<file path="src/rtl/gfx_wbm_rw_master.sv">
// Wishbone B4 classic master: runs one CYC/STB transfer per arbiter request and
// returns a one-cycle ack with read data; err/timeout aborts set a sticky error flag.
module gfx_wbm_rw_master #(
  parameter int MDW     = 256,
  parameter int TIMEOUT = 1023
) (
  input  logic             clk_i,
  input  logic             rst_ni,
  input  logic             read_request_i,
  input  logic             write_request_i,
  input  logic [31:0]      addr_i,
  input  logic             we_i,
  input  logic [MDW/8-1:0] sel_i,
  input  logic [MDW-1:0]   dat_i,
  output logic [MDW-1:0]   dat_o,
  output logic             ack_o,
  output logic             err_o,
  input  logic             err_clr_i,
  output logic             wb_cyc_o,
  output logic             wb_stb_o,
  output logic             wb_we_o,
  output logic [31:0]      wb_adr_o,
  output logic [MDW/8-1:0] wb_sel_o,
  output logic [MDW-1:0]   wb_dat_o,
  input  logic [MDW-1:0]   wb_dat_i,
  input  logic             wb_ack_i,
  input  logic             wb_err_i
);

  localparam int              SW       = MDW / 8;
  localparam int              CW       = $clog2(TIMEOUT + 1);
  localparam logic [31:0]     ADR_MASK = ~32'(SW - 1);
  localparam logic [CW-1:0]   CNT_LAST = CW'(TIMEOUT - 1);

  typedef enum logic [1:0] {
    IDLE    = 2'd0,
    ACCESS  = 2'd1,
    RECOVER = 2'd2
  } state_t;

  state_t        state, state_next;
  logic [CW-1:0] cnt;
  logic          start, done_ok, done_err;

  always_ff @(posedge clk_i or negedge rst_ni) begin
    if (!rst_ni) state <= IDLE;
    else         state <= state_next;
  end

  // NOTE: every signal gets a default before the case so no path leaves one unassigned (no latches).
  always_comb begin
    state_next = state;
    start      = 1'b0;
    done_ok    = 1'b0;
    done_err   = 1'b0;
    unique case (state)
      IDLE: begin
        if (read_request_i || write_request_i) begin
          start      = 1'b1;
          state_next = ACCESS;
        end
      end
      ACCESS: begin
        if (wb_ack_i) begin
          done_ok    = 1'b1;
          state_next = RECOVER;
        end else if (wb_err_i || cnt == CNT_LAST) begin
          done_err   = 1'b1;
          state_next = RECOVER;
        end
      end
      // The arbiter still shows the old request here, so it is deliberately ignored.
      RECOVER: state_next = IDLE;
      default: state_next = IDLE;
    endcase
  end

  // NOTE: sequential state uses non-blocking assignments so all registers update together.
  // Wide data registers are reset too: outputs must read as zero straight out of reset.
  always_ff @(posedge clk_i or negedge rst_ni) begin
    if (!rst_ni) begin
      ack_o    <= 1'b0;
      err_o    <= 1'b0;
      dat_o    <= '0;
      wb_cyc_o <= 1'b0;
      wb_stb_o <= 1'b0;
      wb_we_o  <= 1'b0;
      wb_adr_o <= '0;
      wb_sel_o <= '0;
      wb_dat_o <= '0;
      cnt      <= '0;
    end else begin
      ack_o <= done_ok | done_err;

      if (start) begin
        wb_cyc_o <= 1'b1;
        wb_stb_o <= 1'b1;
        wb_we_o  <= write_request_i | (we_i & ~read_request_i);
        wb_adr_o <= addr_i & ADR_MASK;
        wb_sel_o <= sel_i;
        wb_dat_o <= dat_i;
      end else if (done_ok || done_err) begin
        wb_cyc_o <= 1'b0;
        wb_stb_o <= 1'b0;
      end

      if (done_ok && !wb_we_o) dat_o <= wb_dat_i;
      else if (done_err)       dat_o <= '1;

      // A new error outranks a simultaneous clear.
      if (done_err)       err_o <= 1'b1;
      else if (err_clr_i) err_o <= 1'b0;

      if (state == ACCESS) cnt <= cnt + CW'(1);
      else                 cnt <= '0;
    end
  end

endmodule

</file>
<file path="config.mk">
export PLATFORM = sky130hd
export DESIGN_NAME = gfx_wbm_rw_master
export DESIGN_NICKNAME = d
export VERILOG_FILES = /design/src/rtl/gfx_wbm_rw_master.sv
export SDC_FILE = /design/constraint.sdc
export NUM_CORES = 1
export LEC_CHECK = 0
export CAP_MARGIN = 20
export CORE_AREA = 2 2 448 450
export DETAILED_ROUTE_END_ITERATION = 8
export DIE_AREA = 0 0 450 452
export PLACE_DENSITY = 0.31
export SETUP_SLACK_MARGIN = 0.3
export SLEW_MARGIN = 40
export SYNTH_ARGS = -nofsm -noshare
export SYNTH_HDL_FRONTEND = slang
export SYNTH_SLANG_ARGS = --single-unit
</file>
<file path="constraint.sdc">
create_clock -name clk_i -period 5.4 [get_ports clk_i]
set_input_delay 1.35 -clock clk_i [delete_from_list [all_inputs] [get_ports clk_i]]
set_output_delay 1.35 -clock clk_i [all_outputs]
set_load 0.01 [all_outputs]
</file>
# Word level (Yosys, flattened, before mapping)
# Index checks and enable logic that the tools add are counted.
# totals
regBits,587
in_bits,584
out_inout_bits,581
word_cells,47
# op_classes
add_sub_neg,1
eq_ne,4
muxes,18
bitwise,4
n_reduce_logical,10
# op_table
cell,n
two-way mux 256 bit,2
two-way mux 1 bit,11
adder 10 x 1 -> 10 bit (second input constant),1
equality test 10 bit (second input constant),1
two-way mux 10 bit,1
two-way mux 2 bit,3
nonzero test 2 bit,3
one-hot mux 2 bit (2 select lines),1
logical OR 1 bit,3
!= test 3 bit (second input constant),1
equality test 2 x 1 -> 1 bit (second input constant),1
logical NOT 2 bit,1
!= test 2 bit (second input constant),1
bitwise OR 1 bit,2
AND reduction 2 bit,1
AND 1 bit,1
logical AND 1 bit,1
logical NOT 1 bit,1
inverter 1 bit,1

# Depth between registers and ports, before layout
# Gate-level depths: netlist of the first run.
# depth
depth_word,8
ltp_mapped,7
ltp_nobuf,5

# Worst setup path after synthesis of the first run
# OpenSTA, ideal clock, no wires.
# synth_timing
path_type,input -> register
from,input port read_request_i
to,register wb_dat_o[247]
setup_ns,0.125
arrival_ns,2.351
t_required_ns,5.275
setup_slack_ns,2.924
path_stages,5
path_buffers,3
path_cell_list,o21a_1 -> buf_2 -> buf_2 -> buf_2 -> mux2_2
# synth_between
elab_chain_len,3
# synth_lines
element,line_no,text
"start, declared",9,"input logic read_request_i,"
logical OR 1 bit,58,if (read_request_i || write_request_i) begin
two-way mux 1 bit,58,
two-way mux 1 bit,56,unique case (state)
"end signal, assigned",101,wb_dat_o <= dat_i;
"end, declared",24,"output logic [MDW-1:0] wb_dat_o,"
# No other way between the ends.
# A chain may end at the register's enable or synchronous reset.

# Final worst setup path of the first run
# layout_timing
from,register wb_dat_o[237]
to,output port wb_dat_o[237]
# No word-level cell between the ends.

==> results of run 1 <==
==> registers in the layout (all words and copies together) (netlist names) <==
signal and count:
ack_o 1, cnt 10, wb_we_o 1, err_o 1, wb_stb_o 1, wb_sel_o 32, wb_dat_o 256, state 2
dat_o 256, wb_adr_o 27
==> synthesized netlist by cell type <==
master | count | area [um^2]
a21oi_1 | 5 | 25.0
a221o_1 | 1 | 10.0
a22o_1 | 1 | 8.76
a2bb2oi_1 | 1 | 8.76
and2_1 | 2 | 12.5
buf_2 | 54 | 270
buf_4 | 31 | 233
clkbuf_1 | 42 | 158
conb_1 | 1 | 3.75
dfrtp_1 | 587 | 14700
ha_1 | 2 | 25.0
inv_1 | 3 | 11.3
mux2_2 | 315 | 3550
nand2_1 | 4 | 15.0
nand2b_1 | 1 | 6.26
nand3_1 | 6 | 30.0
nand4_1 | 1 | 6.26
nor2_1 | 7 | 26.3
nor2b_1 | 3 | 18.8
nor3_1 | 1 | 5.00
nor3b_1 | 1 | 7.51
nor4b_4 | 1 | 23.8
o21a_1 | 2 | 15.0
o21ai_0 | 5 | 25.0
o31ai_1 | 2 | 15.0
o32a_1 | 256 | 2560
o41ai_1 | 1 | 8.76
or3_1 | 4 | 25.0
or4_1 | 1 | 7.51
xnor2_1 | 1 | 8.76
xor2_1 | 2 | 17.5
==> area by class of cell <==
| cell class | count | area share (%) |
|---|---|---|
| sequential | 587 | 37.3 |
| tap | 2656 | 8.45 |
| inverter | 3 | 0.0286 |
| multi-input combinational | 631 | 16.5 |
| clock inverter | 17 | 0.496 |
| timing repair buffer | 1198 | 30.7 |
| clock buffer | 134 | 6.38 |
| antenna | 6 | 0.0382 |
==> worst min path at each step <==
stage	to	from	cells past startpoint	slack, ns
after floorplan	cnt[0]$_DFF_PN0_	cnt[0]$_DFF_PN0_	1	0.49
after global placement	wb_dat_o[115]$_DFFE_PN0P_	wb_dat_o[115]$_DFFE_PN0P_	1	0.49
after detailed placement	wb_dat_o[43]$_DFFE_PN0P_	wb_dat_o[43]$_DFFE_PN0P_	1	0.49
after CTS	wb_dat_o[154]$_DFFE_PN0P_	rst_ni	1	0.50
after global routing	wb_sel_o[17]$_DFFE_PN0P_	wb_sel_o[17]$_DFFE_PN0P_	1	0.51
final	wb_sel_o[19]$_DFFE_PN0P_	wb_sel_o[19]$_DFFE_PN0P_	1	0.50
==> power groups by stage <==
stage | logic [mW] | registers [mW] | clock network, mW
after floorplan | 3.28 | 8.59 | 0
after global placement | 11.2 | 7.72 | 0
after detailed placement | 11.2 | 7.76 | 0
after CTS | 11.2 | 7.72 | 5.82
after global routing | 11.5 | 7.99 | 5.96
final | 10.9 | 7.69 | 5.50
==> per-stage QoR <==
stage | area (um^2) | hold slack, ns
floorplan | 21800 | 0.494
global placement | 36600 | 0.490
detailed placement | 36600 | 0.494
CTS | 39300 | 0.497
global route | 39300 | 0.513
finish | 39300 | 0.504
==> logic make-up (layout without fill, tap and decap cells) <==
kind of cell             Yosys count  after routing  synth area share [%]
flip-flops                       587            587                  67.3
multiplexers                     315            315                  16.3
AO/OA/AOI/OAI                    274            274                  12.3
buffers and inverters            130           1352                  3.08
AND/OR/NAND/NOR                   32             32                 0.843
XOR/XNOR                           3              3                 0.120
adder cells (fa/ha/maj)            2              2                 0.115
other                              1             11                0.0172
==> metal layers <==
layer  vias to the layer above  track usage (%)  routed length, um
met5                         -                0                173
met4                        28             3.32               3070
met3                       177             4.61              10200
met2                       689             21.7              66200
met1                      8948             11.8              42500
li1                       7509                -                  -
==> flow_summary.ini, run 1 <==
[power_and_ir_drop]
clockPowerShare_pct = 22.9
total_switching_power_mw = 8.15
pwr-share-seq_pct = 32.0
leakagePower_nw = 14.4
power_density_mw_per_mm2 = 611
p_sw_share_pct = 33.9
vdd_drop_max_uv = 220
totalPowerFinal_mw = 24.1
p_int_mw = 15.9
p_comb_share_pct = 45.2

[cts]
cts_buffer_depth = 3
cts_buffers = 84
postCtsHoldBufs = 0
cts_tree = built
cts-resized-gates = 0
cts_root_buffer = clkbuf_16
htreeDepth = 3
worstSkewPairLatency_ns = 0.68
path_clk_slew_ns = 0.05
cts_sinks = 587
cts_setup_buffers = 0

[routing]
route.detailed.drc = 0
wl_per_cell_um = 23.3
first_iter_violations = 648
postRouteWirelength_mm = 122
dr.pass1.iters = 5
antenna_left = 0
vias = 17400
viasPerCell = 3.32

[floorplanning]
die_w_um = 450
dieArea_mm2 = 0.203
rows = 164
core_mm2 = 0.199
ios = 1165
initial_core_util_pct = 11.0
fp.dieH_um = 452

[grt]
grt_max_degree = 96
overflow = 0
grt_use_total_pct = 11.6
grt_pass1_vias = 18800
grt_pass1_wl_mm = 165
antenna_found_initial = 36

[synth]
yosysUniqueCellTypes = 31
yosys_warnings = 0
synthesis.instances = 1344
avgSynthCellArea_um2 = 16.2
yosys_register_bits = 587
syn_area_mm2 = 0.0218
yosysSeqAreaShare_pct = 67.3

[finish]
syn_to_final_growth_pct = 80.2
final_common_cell = clkdlybuf4s50_1
fillers = 21700
final_cell_mix = clkdlybuf4s50_1 (1,152), dfrtp_1 (587), mux2_2 (315)
fin_cells = 5232
drive_gt1_share_pct = 19.0
nets = 3091
multi_input_area_mm2 = 0.00650
fin_util_pct = 19.8
ff_latch_area_mm2 = 0.0147

[timing]
tightest_slew_ns = 0.803
rsz0062_at_grt = no
slew_violations = 0
finalSetupTns_ns = 0
hold_viol = 0
max-slew-margin-rel_pct = 46.5
finalClockSkew_ns = 0.0257
fmaxAchievable_ghz = 0.308
fin_ws_ns = 2.15
finalCriticalPeriod_ns = 3.25
setup_viol = 0
finalCritPeriodShare_pct = 60.2

[critical_path]
path_cells = clkdlybuf4s50_1
worst-path-stages = 1
regToRegEndpoint = dat_o[121]$_DFFE_PN0P_
start_kind = flip-flop
path_buf_inv = 1
r2r_start = cnt[2]$_DFF_PN0_
cp_top_family = buffers and inverters
crit_arrival_ns = 1.90
cp_slowest_stage_delay_ns = 0.64
reg2reg_slack_ns = 2.91
crit_fanout = 2
worstRegToRegCells = 5
critPathCapture = wb_dat_o[237]
cp-end-kind = output pin
worstSetupStartpoint = wb_dat_o[237]$_DFFE_PN0P_
cp.required_ns = 4.05
timing.setup.critical_path_class = reg -> out
cp_slowest_cell = clkdlybuf4s50_1

[flow_run]
maxCapViolations = 0

[min_path]
hp-class = reg -> reg

[placement]
dpl.cell_count = 5074
port_buffers = 1153
place_congestion = 0.761
dp_slack_ns = 1.62
dp_hpwl_mm = 93.9

[run_status]
outcome = completed
Power figures use the tool's default switching activity.
==> run 2: changes to the inputs <==
- PLACE_DENSITY: 0.31 -> 0.32
- clock period: 5.4 -> 2.7 ns (I/O delays scaled with it)
==> run 2 against run 1 <==
Net effect:
- setup slack lost 1.7 ns
- count of clock-buffer cells in the layout shrank 11
- clock power grew 100%
- cell area grew 1.0%
- flip-flop and latch count is the same
- final cell count grew 0.80%
- power grew 95%
- non-clock buffer count grew 49
- die area is the same
- worst hold slack lost 0.0053 ns
- first-iteration DRC count grew 19%
- combinational power grew 86%
==> flow_summary.ini, run 2 (same netlist as run 1, synthesis figures left out) <==
[flow_run]
maxCapViolations = 0

[critical_path]
timing.setup.critical_path_class = reg -> out
cp.required_ns = 2.03
cp_top_family = buffers and inverters
cp_slowest_cell = clkdlybuf4s50_1
cp-end-kind = output pin
cp_slowest_stage_delay_ns = 0.55
path_cells = clkdlybuf4s50_1
start_kind = flip-flop
worstRegToRegCells = 4
crit_arrival_ns = 1.62
crit_fanout = 2
path_buf_inv = 1
worst-path-stages = 1

[cts]
cts_root_buffer = clkbuf_16
cts_tree = built
path_clk_slew_ns = 0.06
cts_setup_buffers = 0
cts_buffer_depth = 3
cts_sinks = 587
cts_buffers = 81
worstSkewPairLatency_ns = 0.69
htreeDepth = 3

[run_status]
outcome = completed

[finish]
fillers = 21700
nets = 3137
drive_gt1_share_pct = 21.0
multi_input_area_mm2 = 0.00650
final_cell_mix = clkdlybuf4s50_1 (785), dfrtp_1 (575), dlygate4sd2_1 (346)
final_common_cell = clkdlybuf4s50_1
syn_to_final_growth_pct = 82.0
fin_util_pct = 20.0
fin_cells = 5274
top_regs = dat_o (256), wb_dat_o (256), wb_sel_o (32)
ff_latch_area_mm2 = 0.0147

[placement]
dpl.cell_count = 5123
port_buffers = 1153
place_congestion = 0.794
dp_hpwl_mm = 99.1
dp_slack_ns = 0.0858

[timing]
finalCriticalPeriod_ns = 2.29
finalCritPeriodShare_pct = 84.9
finalClockSkew_ns = 0.0342
tightest_slew_ns = 0.658
finalSetupTns_ns = 0
fin_ws_ns = 0.407
hold_viol = 0
setup_viol = 0
rsz0062_at_grt = no
max-slew-margin-rel_pct = 56.1
fmaxAchievable_ghz = 0.436
slew_violations = 0

[floorplanning]
core_mm2 = 0.199
fp.dieH_um = 452
initial_core_util_pct = 11.0
rows = 164
dieArea_mm2 = 0.203
die_w_um = 450
ios = 1165

[grt]
grt_max_degree = 59
antenna_found_initial = 52
grt_pass1_wl_mm = 170
grt_pass1_vias = 19000
overflow = 0
grt_use_total_pct = 12.0

[routing]
viasPerCell = 3.31
vias = 17500
first_iter_violations = 768
postRouteWirelength_mm = 126
dr.pass1.iters = 4
antenna_left = 0
wl_per_cell_um = 23.8
route.detailed.drc = 0

[min_path]
whs_path_depth = 1
hp-class = reg -> reg

[power_and_ir_drop]
vdd_drop_max_uv = 514
leakagePower_nw = 15.1
power_density_mw_per_mm2 = 1180
[run 2: layer usage]
layer	vias to the layer above	global-route usage (%)	part of all wire, %
met5	-	0	0.10
met4	24	3.75	3.2
met3	209	4.91	8.3
met2	690	21.8	53
met1	8916	12.5	36
li1	7629	-	-
[run 2: timing repair]
item / in CTS / in global routing
endpoints found under the hold margin: 19 / 0
gates resized for setup: 372 / 18
hold buffers: 1 / 0
pin swaps: 0 / 0
setup endpoints to repair: 353 / 17
[run 2: worst paths after layout]
kind,from,to,slack (ns)
min in group asynchronous,rst_ni,wb_dat_o[57]$_DFFE_PN0P_,0.52
max in group asynchronous,rst_ni,dat_o[94]$_DFFE_PN0P_,1.26
worst max-delay path,dat_o[6]$_DFFE_PN0P_,dat_o[6],0.41
worst min-delay path,wb_adr_o[19]$_DFFE_PN0P_,wb_adr_o[19]$_DFFE_PN0P_,0.50
worst max register to register,state[0]$_DFFE_PN0P_,dat_o[104]$_DFFE_PN0P_,0.73
worst min register to register,wb_adr_o[19]$_DFFE_PN0P_,wb_adr_o[19]$_DFFE_PN0P_,0.50
[run 2: power by group]
part	internal, mW	switching, mW	total [mW]
logic	10.8	9.41	20.3
clock network	6.58	4.62	11.2
registers	13.0	2.47	15.5
[run 2: cell type report]
| cell class | count | share of cell area [%] |
|---|---|---|
| Antenna cell | 8 | 0.0504 |
| Sequential cell | 587 | 37.0 |
| Timing Repair Buffer | 1247 | 31.3 |
| Clock buffer | 123 | 5.98 |
| Tap cell | 2656 | 8.36 |
| Inverter | 3 | 0.0283 |
| Multi-Input combinational cell | 631 | 16.4 |
| Clock inverter | 19 | 0.882 |
[run 2: per-stage QoR]
step	hold slack [ns]	instance area, um^2	total power, mW
3_3_place_gp	0.489	37400	38.4
5_1_grt	0.470	39700	49.7
3_5_place_dp	0.494	37400	38.4
4_1_cts	0.438	39700	48.3
2_1_floorplan	0.379	21800	23.7
6_report	0.498	39700	47.0
